File: config.mk
export PLATFORM = sky130hd
export DESIGN_NAME = mmio_uart_tx
export DESIGN_NICKNAME = d
export VERILOG_FILES = /design/src/rtl/mmio_uart_tx.sv
export SDC_FILE = /design/constraint.sdc
export NUM_CORES = 1
export LEC_CHECK = 0
export ABC_AREA = 1
export CELL_PAD_IN_SITES_DETAIL_PLACEMENT = 1
export CELL_PAD_IN_SITES_GLOBAL_PLACEMENT = 1
export CORE_MARGIN = 2
export CORE_UTILIZATION = 34
export DETAILED_ROUTE_END_ITERATION = 12
export GPL_TIMING_DRIVEN = 0
export PLACE_DENSITY = 0.78
export SKIP_LAST_GASP = 1
export SYNTH_ARGS = -nofsm -noshare
export SYNTH_HDL_FRONTEND = slang
export SYNTH_SLANG_ARGS = --single-unit
File: constraint.sdc
create_clock -name clk_i -period 2.7 [get_ports clk_i]
set_input_delay 0.27 -clock clk_i [delete_from_list [all_inputs] [get_ports clk_i]]
set_output_delay 0.27 -clock clk_i [all_outputs]
set_load 0.01 [all_outputs]
File: src/rtl/mmio_uart_tx.sv
// Memory-mapped UART transmitter: CPU stores feed a small TX FIFO which a
// shift engine drains onto tx as 8N1 frames, LSB first. STATUS exposes FIFO
// and engine state so firmware can poll before writing.
module mmio_uart_tx #(
  parameter int unsigned BAUD_DIV   = 868,
  parameter int unsigned FIFO_DEPTH = 8
) (
  input  logic        clk_i,
  input  logic        rst_ni,
  input  logic        sel_i,
  input  logic        addr_i,
  input  logic        wr_en_i,
  input  logic        rd_en_i,
  input  logic [7:0]  wdata_i,
  output logic [31:0] rdata_o,
  output logic        tx_o,
  output logic        busy_o
);

  localparam int unsigned PtrW = $clog2(FIFO_DEPTH);
  localparam int unsigned CntW = $clog2(FIFO_DEPTH + 1);
  localparam logic [15:0] BaudLast = 16'(BAUD_DIV - 1);
  localparam logic [CntW-1:0] DepthC = CntW'(FIFO_DEPTH);

  typedef enum logic [1:0] {StIdle, StStart, StData, StStop} state_e;

  state_e          state_q;
  logic [15:0]     baud_q;
  logic [2:0]      idx_q;
  logic [7:0]      shift_q;
  logic            tx_q;
  logic            busy_q;

  logic [7:0]      mem_q [FIFO_DEPTH];
  logic [PtrW-1:0] wptr_q, rptr_q;
  logic [CntW-1:0] count_q;
  logic            ovf_q;

  logic            push_req, clr_req, fifo_full, fifo_empty, bit_end;
  logic            pop, push_ok, ovf_set;
  logic [31:0]     status;

  // Access decode and FIFO handshake; a pop frees a slot before a same-cycle push.
  always_comb begin
    push_req   = sel_i && wr_en_i && !addr_i;
    clr_req    = sel_i && wr_en_i && addr_i && wdata_i[3];
    fifo_full  = (count_q == DepthC);
    fifo_empty = (count_q == '0);
    bit_end    = (baud_q == '0);
    pop        = !fifo_empty &&
                 ((state_q == StIdle) || ((state_q == StStop) && bit_end));
    push_ok    = push_req && (!fifo_full || pop);
    ovf_set    = push_req && fifo_full && !pop;
  end

  // FIFO pointers, occupancy and the sticky overflow flag (set beats clear).
  always_ff @(posedge clk_i or negedge rst_ni) begin
    if (!rst_ni) begin
      wptr_q  <= '0;
      rptr_q  <= '0;
      count_q <= '0;
      ovf_q   <= 1'b0;
    end else begin
      if (push_ok) wptr_q <= wptr_q + 1'b1;
      if (pop)     rptr_q <= rptr_q + 1'b1;
      if (push_ok && !pop) begin
        count_q <= count_q + 1'b1;
      end else if (pop && !push_ok) begin
        count_q <= count_q - 1'b1;
      end
      if (ovf_set) begin
        ovf_q <= 1'b1;
      end else if (clr_req) begin
        ovf_q <= 1'b0;
      end
    end
  end

  // FIFO storage; contents are only read after being written, so no reset.
  always_ff @(posedge clk_i) begin
    if (push_ok) mem_q[wptr_q] <= wdata_i;
  end

  // Shift engine with registered tx; STOP chains straight into START when data waits.
  always_ff @(posedge clk_i or negedge rst_ni) begin
    if (!rst_ni) begin
      state_q <= StIdle;
      baud_q  <= '0;
      idx_q   <= '0;
      shift_q <= '0;
      tx_q    <= 1'b1;
    end else begin
      case (state_q)
        StIdle: begin
          tx_q <= 1'b1;
          if (pop) begin
            shift_q <= mem_q[rptr_q];
            baud_q  <= BaudLast;
            tx_q    <= 1'b0;
            state_q <= StStart;
          end
        end
        StStart: begin
          if (bit_end) begin
            baud_q  <= BaudLast;
            idx_q   <= '0;
            tx_q    <= shift_q[0];
            state_q <= StData;
          end else begin
            baud_q <= baud_q - 1'b1;
          end
        end
        StData: begin
          if (bit_end) begin
            baud_q <= BaudLast;
            if (idx_q == 3'd7) begin
              tx_q    <= 1'b1;
              state_q <= StStop;
            end else begin
              shift_q <= shift_q >> 1;
              idx_q   <= idx_q + 1'b1;
              tx_q    <= shift_q[1];
            end
          end else begin
            baud_q <= baud_q - 1'b1;
          end
        end
        StStop: begin
          if (bit_end) begin
            if (pop) begin
              shift_q <= mem_q[rptr_q];
              baud_q  <= BaudLast;
              tx_q    <= 1'b0;
              state_q <= StStart;
            end else begin
              tx_q    <= 1'b1;
              state_q <= StIdle;
            end
          end else begin
            baud_q <= baud_q - 1'b1;
          end
        end
        default: begin
          tx_q    <= 1'b1;
          state_q <= StIdle;
        end
      endcase
    end
  end

  // busy lags the engine/FIFO state by one cycle.
  always_ff @(posedge clk_i or negedge rst_ni) begin
    if (!rst_ni) begin
      busy_q <= 1'b0;
    end else begin
      busy_q <= (state_q != StIdle) || !fifo_empty;
    end
  end

  // Load data: STATUS word on addr 1, TXDATA reads as zero, nothing when unselected.
  always_comb begin
    status      = '0;
    status[0]   = fifo_full;
    status[1]   = fifo_empty;
    status[2]   = (state_q != StIdle);
    status[3]   = ovf_q;
    status[8:4] = 5'(count_q);
    rdata_o     = '0;
    if (sel_i && rd_en_i && addr_i) rdata_o = status;
  end

  assign tx_o   = tx_q;
  assign busy_o = busy_q;

endmodule

==> out/metrics.yaml <==
logic_synthesis:
  synth_adder_area_share_pct: 3.600
  synthDistinctLibCells: 34
  synth_mux_area_share_pct: 0
  synth_area_per_cell_um2: 9.267
  ys_seq_elements: 106
  ys_seq_area_share_pct: 54.86
  synth_ff_type: "edfxtp_1"
  yosysWarnings: 0
  synth_edf_count: 64
  synth_top_family_by_area: "simple AND/OR/NAND/NOR gates"
  synthSimpleGateAreaFrac_pct: 27.44
  synth_xor_xnor_area_share_pct: 3.069
  netlist_instances: 585
  async_flop_share_pct: 39.62
  synth-compound-area-share_pct: 3.254
  netlist_area_mm2: 0.005421
sta:
  fin_ws_ns: 0.1446
  setup-violations-final: 0
  fin_crit_sh_pct: 94.65
  slew_violations: 0
  min_period_ns: 2.555
  slew_headroom_pct: 32.64
  clock_skew_ns: 0.01279
  worst_pin_slew_ns: 1.007
  hold_viol: 0
  fmax_mhz: 391.3
place:
  place_ws_ns: -0.3852
  routabilityCongestion: 0.7971
  port_buffers: 23
  hpwl_um: 9311
  placed_cells: 848
clocking:
  h-tree-depth: 3
  cts_tree: "built"
  numCtsBuffers: 9
  clock_latency_ns: 0.37
  path_clk_slew_ns: 0.08
  cts.sinks: 106
  cts_max_path_buffers: 2
  root_buffer: "clkbuf_16"
finish:
  nets: 685
  diodes: 0
  fillers: 1851
  syn2layout_area_growth_pct: 19.71
  drive_above_1_share_pct: 15.43
  stdcell_count: 877
critical_path:
  endpoint_kind: "flip-flop"
  worst_setup_path_start_kind: "flip-flop"
  crit_required_ns: 2.95
  cp_max_fo: 9
  cp.arrival_ns: 2.80
  critPathKind: "reg2reg"
global_routing:
  overflow: 0
  grt_max_degree: 23
  grt_pass1_wl_um: 21520
  grt.total_usage_pct: 16.72
  antenna_found_initial: 0
  grt_pass1_vias: 4234
floorplanning:
  core_mm2: 0.01571
  pin_count: 48
  num_rows: 46
  die_width_um: 130.3
  die_h_um: 130.3
  dieArea_mm2: 0.01697
  start_util_pct: 34.50
routing:
  wl_um: 13660
  wl_per_cell_um: 15.57
  viasPerCell: 4.738
  drc: 0
  vias: 4155
  route.antenna.remaining_nets: 0
  first_iter_violations: 170
  first_pass_iters: 4
pwr:
  power_density_mw_per_mm2: 566.6
  total_power_uw: 3677
  p_leak_uw: 0.002927
  ir_worst_vdd_mv: 0.6164
status:
  status: "complete, no violations"
job:
  cap_violations: 0
hold_path:
  min_path_type: "in2async"
[cells by family (layout without fill, tap and decap cells)]
family	Yosys count	count (layout)
AOI/OAI and AO/OA	34	34
xor gates and xnor gates	19	19
adders and majority gates	15	15
buffers and inverters	82	135
DFF	106	106
other	1	24
and+or+nand+nor	328	328
[report_power, final]
group	switching, µW	internal [µW]
Sequential	83.1	1810
Clock	656	651
Combinational	280	197
Total	1020	2660
[cells in the final DEF, fill, tap and decap left out, types with 4 or more instances in the layout]
master           instances
nand2_1                173
nand3_1                 78
edfxtp_1                64
nor2_1                  44
inv_1                   38
dfrtp_1                 38
buf_4                   37
conb_1                  24
clkdlybuf4s50_1         22
o21ai_0                 19
xor2_1                  14
ha_1                    10
o21ai_1                  9
clkbuf_16                9
buf_2                    8
nand2_4                  7
clkbuf_1                 6
nor2_2                   5
xnor2_1                  5
inv_6                    4
[per-layer routing]
| metal | GRT usage [%] | up-vias | routed length (µm) |
|---|---|---|---|
| met5 | 0 | - | 0 |
| met4 | 6.578 | 0 | 265 |
| met3 | 3.485 | 21 | 598 |
| met2 | 29.13 | 88 | 7116 |
| met1 | 20.30 | 2031 | 5676 |
| li1 | - | 2015 | - |
[sequential cells by signal (all words and copies together) (netlist names)]
name	cells
shift_q	8
mem_q	64
idx_q	3
count_q	4
ovf_q	1
busy_o	1
tx_o	1
wptr_q	3
baud_q	16
rptr_q	3
state_q	2
[layout make-up]
cell class	count	area, µm²	area share [%]
sequential	106	2978	45.88
multi-input combinational	420	2180	33.58
timing repair buffer	37	352.8	5.437
tap	216	270.3	4.164
buffer	40	260.3	4.010
clock buffer	9	225.2	3.470
inverter	42	157.7	2.429
clock inverter	7	66.31	1.022
[synth_stat cells, types with 6 or more instances]
cell / number / area share, %
buf_2: 7 / 0.65
buf_4: 25 / 3.5
clkbuf_1: 6 / 0.42
dfrtp_1: 41 / 19
edfxtp_1: 64 / 35
ha_1: 14 / 3.2
inv_1: 41 / 2.8
nand2_1: 174 / 12
nand2_4: 6 / 1.2
nand3_1: 78 / 7.2
nor2_1: 49 / 3.4
o21ai_0: 20 / 1.8
o21ai_1: 9 / 0.83
xor2_1: 14 / 2.3
[critical path: stages (launching register included)]
cell	delay (ns)
dfrtp_1	0.44
nor2_2	0.16
nand2_2	0.11
nor2_8	0.13
nand3_2	0.09
nand2_2	0.10
nand2_4	0.09
nand2_4	0.10
nand2_4	0.08
inv_1	0.10
ha_2	0.21
inv_2	0.07
ha_4	0.22
a21oi_1	0.17
o21ai_2	0.08
xor2_1	0.14
nand2_1	0.06
o21ai_0	0.08
[repair_timing]
item,CTS,global route
gates resized for setup,12,10
endpoints found under the setup margin,67,1
hold buffers,1,0
hold endpoints to repair,20,0
buffers inserted,5,7
pin swaps,2,1
[stage by stage]
step | TNS [ns] | hold slack, ns | cell area [µm²] | util [%]
3_3_place_gp | -3.242 | 0.4544 | 6008 | 38.24
6_report | 0 | 0.4328 | 6490 | 41.30
2_1_floorplan | 0 | -0.02559 | 5508 | -
5_1_grt | -0.04411 | 0.4889 | 6490 | 41.30
3_5_place_dp | -8.614 | 0.2944 | 6031 | 38.38
4_1_cts | 0 | 0.4487 | 6406 | 40.77
[final timing paths]
path,startpoint,to,slack [ns],cells after the start
min reg2reg,tx_o,tx_o,0.48,2
max,baud_q[7],count_q[3],0.14,17
max reg2reg,baud_q[7],count_q[3],0.14,17
min,rst_ni,state_q[1],0.43,2
min in group clk_i,tx_o,tx_o,0.48,2
max in group asynchronous,rst_ni,baud_q[9],1.75,3
No activity file was read; power rests on OpenSTA's default activity.
